## config.mk

```make
export PLATFORM = sky130hd
export DESIGN_NAME = ram_fifo_ctrl
export DESIGN_NICKNAME = d
export VERILOG_FILES = /design/src/rtl/ram_fifo_ctrl_pkg.sv /design/src/rtl/ram_fifo_ctrl_ptrs.sv /design/src/rtl/ram_fifo_ctrl.sv
export SDC_FILE = /design/constraint.sdc
export NUM_CORES = 1
export LEC_CHECK = 0
export CORE_ASPECT_RATIO = 1.4
export CORE_UTILIZATION = 50
export DETAILED_ROUTE_END_ITERATION = 7
export GPL_TIMING_DRIVEN = 1
export PLACE_DENSITY = 0.81
export SLEW_MARGIN = 20
export SYNTH_ARGS = -nofsm -noshare
export SYNTH_HDL_FRONTEND = slang
export SYNTH_SLANG_ARGS = --single-unit
```

## constraint.sdc

```tcl
create_clock -name clk_i -period 8.8 [get_ports clk_i]
set_input_delay 2.2 -clock clk_i [delete_from_list [all_inputs] [get_ports clk_i]]
set_output_delay 2.2 -clock clk_i [all_outputs]
set_load 0.02 [all_outputs]
```

## src/rtl/ram_fifo_ctrl_pkg.sv

```systemverilog
`default_nettype none
// ram_fifo_ctrl_pkg: FSM states, grant type and the push/pop arbiter shared by the RAM FIFO controller.
package ram_fifo_ctrl_pkg;

  typedef enum logic [0:0] {
    ST_IDLE  = 1'b0,
    ST_FETCH = 1'b1
  } state_e;

  typedef struct packed {
    logic wr;
    logic rd;
  } grant_t;

  // A contended cycle goes to whichever access type lost the previous contended cycle.
  function automatic grant_t arbitrate(input logic wr_req, input logic rd_req, input logic last_rd);
    grant_t g;
    g.wr = wr_req && (!rd_req || last_rd);
    g.rd = rd_req && (!wr_req || !last_rd);
    return g;
  endfunction

endpackage
`default_nettype wire

```

## src/rtl/ram_fifo_ctrl_ptrs.sv

```systemverilog
`default_nettype none
// ram_fifo_ctrl_ptrs: write/read pointers and RAM occupancy, stepped by the grant strobes.
module ram_fifo_ctrl_ptrs #(
  parameter int ADDR_WIDTH = 8
) (
  input  logic                  clk_i,
  input  logic                  rst_i,
  input  logic                  wr_gnt_i,
  input  logic                  rd_gnt_i,
  output logic [ADDR_WIDTH-1:0] wr_ptr_o,
  output logic [ADDR_WIDTH-1:0] rd_ptr_o,
  output logic [ADDR_WIDTH:0]   ram_cnt_o,
  output logic                  full_o,
  output logic                  empty_o
);
  localparam int CW = ADDR_WIDTH + 1;
  localparam logic [ADDR_WIDTH:0] DEPTH = {1'b1, {ADDR_WIDTH{1'b0}}};

  logic [ADDR_WIDTH-1:0] wr_ptr_q, wr_ptr_d;
  logic [ADDR_WIDTH-1:0] rd_ptr_q, rd_ptr_d;
  logic [ADDR_WIDTH:0]   ram_cnt_q, ram_cnt_d;

  // Pointers wrap naturally at the power-of-two depth; grants are mutually exclusive.
  always_comb begin
    wr_ptr_d  = wr_ptr_q;
    rd_ptr_d  = rd_ptr_q;
    ram_cnt_d = ram_cnt_q;
    if (wr_gnt_i) begin
      wr_ptr_d  = wr_ptr_q + ADDR_WIDTH'(1);
      ram_cnt_d = ram_cnt_q + CW'(1);
    end else if (rd_gnt_i) begin
      rd_ptr_d  = rd_ptr_q + ADDR_WIDTH'(1);
      ram_cnt_d = ram_cnt_q - CW'(1);
    end
  end

  always_ff @(posedge clk_i or posedge rst_i) begin
    if (rst_i) begin
      wr_ptr_q  <= '0;
      rd_ptr_q  <= '0;
      ram_cnt_q <= '0;
    end else begin
      wr_ptr_q  <= wr_ptr_d;
      rd_ptr_q  <= rd_ptr_d;
      ram_cnt_q <= ram_cnt_d;
    end
  end

  assign wr_ptr_o  = wr_ptr_q;
  assign rd_ptr_o  = rd_ptr_q;
  assign ram_cnt_o = ram_cnt_q;
  assign full_o    = (ram_cnt_q == DEPTH);
  assign empty_o   = (ram_cnt_q == '0);

endmodule
`default_nettype wire

```

## src/rtl/ram_fifo_ctrl.sv

```systemverilog
`default_nettype none
// ram_fifo_ctrl: valid/ready stream FIFO on an external single-port RAM with a registered
// output word; pushes and pops share the one RAM access per cycle.
module ram_fifo_ctrl
  import ram_fifo_ctrl_pkg::*;
#(
  parameter int DATA_WIDTH = 8,
  parameter int ADDR_WIDTH = 8
) (
  input  logic                  clk_i,
  input  logic                  rst_i,
  input  logic                  in_valid_i,
  output logic                  in_ready_o,
  input  logic [DATA_WIDTH-1:0] in_data_i,
  output logic                  out_valid_o,
  input  logic                  out_ready_i,
  output logic [DATA_WIDTH-1:0] out_data_o,
  output logic [ADDR_WIDTH:0]   count_o,
  output logic [ADDR_WIDTH-1:0] ram_addr_o,
  output logic                  ram_write_o,
  output logic [DATA_WIDTH-1:0] ram_input_o,
  input  logic [DATA_WIDTH-1:0] ram_output_i
);
  localparam int CW = ADDR_WIDTH + 1;

  state_e                state_q, state_d;
  logic                  out_valid_q, out_valid_d;
  logic [DATA_WIDTH-1:0] out_data_q, out_data_d;
  logic                  last_rd_q, last_rd_d;
  logic [ADDR_WIDTH-1:0] wr_ptr, rd_ptr;
  logic [ADDR_WIDTH:0]   ram_cnt;
  logic                  full, empty, wr_req, rd_req;
  grant_t                gnt;

  // Gating with rst_i keeps the producer stalled and the RAM write off during reset.
  assign wr_req = in_valid_i && !full && !rst_i;
  assign rd_req = (state_q == ST_IDLE) && !empty && (!out_valid_q || out_ready_i);
  assign gnt    = arbitrate(wr_req, rd_req, last_rd_q);

  ram_fifo_ctrl_ptrs #(
    .ADDR_WIDTH(ADDR_WIDTH)
  ) u_ptrs (
    .clk_i    (clk_i),
    .rst_i    (rst_i),
    .wr_gnt_i (gnt.wr),
    .rd_gnt_i (gnt.rd),
    .wr_ptr_o (wr_ptr),
    .rd_ptr_o (rd_ptr),
    .ram_cnt_o(ram_cnt),
    .full_o   (full),
    .empty_o  (empty)
  );

  assign in_ready_o  = gnt.wr;
  assign ram_write_o = in_valid_i && in_ready_o;
  assign ram_input_o = in_data_i;
  assign ram_addr_o  = gnt.rd ? rd_ptr : wr_ptr;
  assign out_valid_o = out_valid_q;
  assign out_data_o  = out_data_q;
  assign count_o     = ram_cnt + CW'(state_q == ST_FETCH) + CW'(out_valid_q);

  always_comb begin
    state_d     = state_q;
    out_valid_d = out_valid_q;
    out_data_d  = out_data_q;
    last_rd_d   = last_rd_q;
    if (wr_req && rd_req) last_rd_d = !last_rd_q;
    if (out_valid_q && out_ready_i) out_valid_d = 1'b0;
    // A FETCH capture lands after the pop clear, so it wins when both hit the same edge.
    case (state_q)
      ST_IDLE: begin
        if (gnt.rd) state_d = ST_FETCH;
      end
      ST_FETCH: begin
        state_d     = ST_IDLE;
        out_valid_d = 1'b1;
        out_data_d  = ram_output_i;
      end
      default: state_d = ST_IDLE;
    endcase
  end

  always_ff @(posedge clk_i or posedge rst_i) begin
    if (rst_i) begin
      state_q     <= ST_IDLE;
      out_valid_q <= 1'b0;
      out_data_q  <= '0;
      last_rd_q   <= 1'b0;
    end else begin
      state_q     <= state_d;
      out_valid_q <= out_valid_d;
      out_data_q  <= out_data_d;
      last_rd_q   <= last_rd_d;
    end
  end

endmodule
`default_nettype wire

```

* After elaboration in Yosys (flattened, before gate mapping) *
Cells that the tools add are included.
W data, S select, Z words.

operators by class
  eq/ne operators = 1
  multiplexer cells = 7
  add/subtract/negate cells = 6
  reductions and logical operators = 23
  bitwise operators = 2

operator list
  operator               count
  $add A9 B1 Y9          2
  $mux W9                2
  $add A8 B1 Y8 const B  2
  $add A9 B1 Y9 const B  1
  $eq A9 B9 Y1 const B   1
  $logic_and A1 B1 Y1    9
  $logic_not A9 Y1       1
  $sub A9 B1 Y9 const B  1
  $mux W8                1
  $logic_not A1 Y1       7
  $reduce_bool A2 Y1     2
  $logic_or A1 B1 Y1     3
  $mux W1                3
  $not A1 Y1             2
  $pmux W1 S2            1
  $reduce_and A2 Y1      1

storage, ports and cells
  flip-flop bits (word level) = 36
  logic and storage cells = 46

* Longest topological paths before layout *
  word-level depth = 9
  mapped depth = 13
  depth with buffers taken out = 11

* Cells and area by module *
From an unflattened synthesis, not the netlist that was laid out.

second synthesis, totals
  cells, all modules = 206
  area, all modules = 2,172.1 um^2

by module, submodules not included
  module              area an instance (um^2)  cells an instance  instances  sequential area each (um^2)
  ram_fifo_ctrl_ptrs  1,371.3                  133                1          625.6
  ram_fifo_ctrl       800.8                    73                 1          275.3

* Worst setup path before layout *
No wires, ideal clock.

  path kind = input to output
  start point = in in_valid_i
  end point = out ram_addr_o[0]
  path buffers = 0
  stages on the path = 4
  data arrival time = 3.144 ns
  path slack = 3.456 ns
  cells stage by stage = or2b_2 o22ai_2 a21oi_4 mux2_2

on the way
  word-level cells in the longest chain between the ends = 6

ends and longest elaborated chain
  what                              line                     text
  start, declared                   ram_fifo_ctrl.sv:12      input logic in_valid_i,
  $logic_and A1 B1 Y1 (2 in a row)  ram_fifo_ctrl.sv:36      assign wr_req = in_valid_i && !full && !rst_i;
  $logic_not A1 Y1                  ram_fifo_ctrl_pkg.sv:19  g.rd = rd_req && (!wr_req || !last_rd);
  $logic_or A1 B1 Y1                ram_fifo_ctrl_pkg.sv:19
  $logic_and A1 B1 Y1               ram_fifo_ctrl_pkg.sv:19
  $mux W8                           ram_fifo_ctrl.sv:57      assign ram_addr_o = gnt.rd ? rd_ptr : wr_ptr;
  end, declared                     ram_fifo_ctrl.sv:19      output logic [ADDR_WIDTH-1:0] ram_addr_o,

No other way between the ends.

* Worst setup path in the final report *
  start point = in in_valid_i
  end point = out in_ready_o

on the way
  word-level cells in the longest chain between the ends = 3

ends and longest elaborated chain
  what                              line                     text
  $logic_and A1 B1 Y1 (2 in a row)  ram_fifo_ctrl.sv:36
  $logic_and A1 B1 Y1               ram_fifo_ctrl_pkg.sv:18  g.wr = wr_req && (!rd_req || last_rd);
  end, declared                     ram_fifo_ctrl.sv:13      output logic in_ready_o,

No other way between the ends.

==> summary.txt <==
Floorplanning
  – Initial core utilization: 0.521
  – Row count: 28
  – Die ar.: roughly 4600 µm²
  – Die Wd: 57.9 µm
  – I/O Pins: 56
  – Die Height: 80.3 µm
  – Core box area: approximately 4200 µm²

Placed design
  – IO buf count: 39
  – Hpwl dp: approximately 3 mm
  – Pre-CTS WS: 2.10 ns
  – Routability Congestion: 0.826

Synthesis
  – Synth Cell Area: ~2200 µm²
  – Post-Synth Adder-Cell Area: 0.0755
  – Mapped Cells: 202
  – Largest family of logic cells by synthesized area: simple AND/OR/NAND/NOR gates
  – FFs w/ async S/R, synth: 1.00
  – Share of the synthesized area in the top cell type: 0.412
  – Top_reg_cell synth: dfrtp_1
  – Mean post-synth cell area: between 10 and 15 µm²
  – Area leader, netlist: dfrtp_1
  – Post-synthesis compound-gate area fraction: 0.0932
  – Syn_nets: between 200 and 250
  – #FFs+latches synth: 36
  – EDFF count, synth: 0
  – Ys Warns: 0
  – XOR/XNOR Fraction of Synth Area: 0.112
  – Seq/Total Area, Yosys: 0.412
  – Top cells by area, synth: dfrtp_1 41%, mux2_2 9.3%, xnor2_1 8.8%
  – Post-synthesis simple-gate area fraction: 0.130
  – Post-synthesis mux area share: 0.110
  – Yosys cell types: between 40 and 50

Clock network
  – Post-CTS sizing: 0
  – TritonCTS sink count: 36
  – CTS tree: built
  – CTS Root Cell: clkbuf_8
  – CTS Hold Buffers Added: 0
  – # Post-CTS Setup Buffers: 0
  – Clock Tree Buf Depth: 2
  – Clk_lat worst skew: ~0.29 ns
  – Clock transition at path regs: around 0.070 ns
  – Total CTS buffers: 5
  – H-Tree Depth: 2

Global routing
  – Met2 usage: 0.356
  – GR Layer Usage met1: 0.221
  – Largest net degree at the start of global routing: 38
  – GRT overflow: 0
  – First-pass GRT wire length: between 7 and 8 mm
  – Total track usage: 0.199
  – Initial antenna violation count: 0
  – GRT Max-Usage Layer: met2
  – Vias in the first global route: approximately 1600
  – Met3 usage: 0.0403

Setup path
  – CP endpoint kind: primary output
  – Worst setup SP type: input port
  – Reg2reg start: u_ptrs.ram_cnt_o[2]
  – Worst setup path startpoint: in_valid_i
  – Max Fanout on Critical Path: 12
  – Setup CP Type: in2out
  – CP required: approximately 6.6 ns
  – Critical path arrival: approximately 4.6 ns

STA
  – Final period util: 0.770
  – Relative slew slack: 0.597
  – Worst slew pin tran: around 0.60 ns
  – Min Clock Period, post-route: roughly 6.8 ns
  – Clk_skew: 0.00844 ns
  – Final setup margin: 2.02 ns
  – Final hold vios: 0
  – FMAX: ~150 MHz
  – Final Max Slew Viols: 0
  – Setup Viol. Count Final: 0
  – RSZ-0062 raised after global routing: false
  – Post-route setup TNS: 0 ns

Drt
  – WL/cell: about 14 µm
  – Drt drc: 5
  – Final WL: 4.02 mm
  – 1st-iter DRT viols: 64
  – Routed vias/inst: 5.69
  – Drt pass-1 iters: 6
  – Antenna Nets Post-Route: 0
  – Vias: around 1600

Pwr
  – Leakage Power: 1.09 nW
  – Power Density: about 430 nW/µm²
  – Peak VDD IR: about 210 µV

Outcome
  – Status: finished with violations
  – Violations in the final reports: DRC

Finish
  – Layout area overhead: 20.9%
  – Antenna cells: 0
  – Fraction of layout instances using a drive strength above 1: 0.153
  – Number of fill cells: between 300 and 400
  – Final #Nets: between 200 and 300

Min path
  – Worst hold path type: reg2reg
  – Hold_sp: u_ptrs.rd_ptr_o[7]

Run
  – Max Cap Viol: 0
metal layers:
metal / share of wire / wire (µm) / vias to the layer above
li1: - / - / 777
met1: 0.43 / 1730 / 778
met2: 0.51 / 2050 / 33
met3: 0.041 / 165 / 10
met4: 0.018 / 72 / 0
met5: 0 / 0 / -
flip-flops by register name, summed over array words and instances, names as in the netlist:
name              cells
u_ptrs.wr_ptr_o       8
out_data_o            8
u_ptrs.rd_ptr_o       8
state_q               1
out_valid_o           1
last_rd_q             1
u_ptrs.ram_cnt_o      9
worst max-delay path: stages:
cell and delay, ns:
clkdlybuf4s50_1 0.47, or2b_2 0.33, a31oi_1 0.30, o31a_1 0.57, clkdlybuf4s50_1 0.71
cells in the mapped netlist (3+ instances only):
master / number
o21ai_0: 8
ha_1: 10
nor3_1: 3
mux2_2: 18
nand2_1: 15
buf_6: 3
o21a_1: 3
dfrtp_1: 36
nor2_1: 5
inv_1: 10
a21oi_1: 4
xor2_1: 6
nand3_1: 8
buf_4: 9
xnor2_1: 22
nand4_1: 7
kinds of logic (layout without fill, tap and decap cells):
kind of cell               after synthesis  in the layout
buffers and inverters                   24             58
xor gates and xnor gates                28             28
and+or+nand+nor                         53             53
muxes                                   20             20
adders and majority gates               12             12
AOI/OAI and AO/OA                       29             29
DFF                                     36             36
metrics by stage:
stage          cell area, µm²  std cells  utilization  total power, W  hold slack [ns]
2_1_floorplan            2190        202            -        0.000794            0.440
3_3_place_gp             2530        273        0.602        0.000985            0.455
3_5_place_dp             2530        273        0.602         0.00100            0.462
4_1_cts                  2640        281        0.628         0.00115            0.472
5_1_grt                  2650        281        0.629         0.00123            0.479
6_report                 2650        281        0.629         0.00114            0.468
where the power goes:
part           internal, W  switching, W  total [W]  leakage, nW
clock            0.0000841     0.0000586   0.000143       0.0552
sequential        0.000241     0.0000967   0.000338        0.439
combinational     0.000338      0.000321   0.000659        0.594
total             0.000663      0.000476    0.00114         1.09
layout make-up:
type / count / area [µm²] / share of cell area
clock inverters: 2 / 35.0 / 0.0132
well taps: 45 / 56.3 / 0.0213
inverters: 10 / 37.5 / 0.0142
repair buffers: 40 / 398 / 0.150
clock buffers: 6 / 72.6 / 0.0274
multi-input cells: 142 / 1150 / 0.433
flip-flops and latches: 36 / 901 / 0.340
cell usage in the layout, fill, tap and decap left out, drive strengths merged, types with 2 or more instances in the layout:
cell type and count:
a211oi 2, a21oi 5, a31oi 2, and3 2
clkbuf 6, clkdlybuf4s50 39, dfrtp 36, fa 2
ha 10, inv 10, mux2 19, nand2 15
nand2b 2, nand3 8, nand4 7, nor2 6
nor3 3, nor4 2, o21a 3, o21ai 8
o22ai 2, o31a 2, or3 2, or4 3
xnor2 22, xor2 6
final timing paths:
path / endpoint / slack, ns / cells after the start
setup reg to reg: u_ptrs.ram_cnt_o[8] / 5.06 / 9
min in group asynchronous: u_ptrs.ram_cnt_o[7] / 2.35 / 3
hold / removal: u_ptrs.rd_ptr_o[7] / 0.47 / 1
setup / recovery: in_ready_o / 2.02 / 5
hold reg to reg: u_ptrs.rd_ptr_o[7] / 0.47 / 1
max in group asynchronous: u_ptrs.ram_cnt_o[3] / 6.11 / 3
No activity file was read; power rests on OpenSTA's default activity.
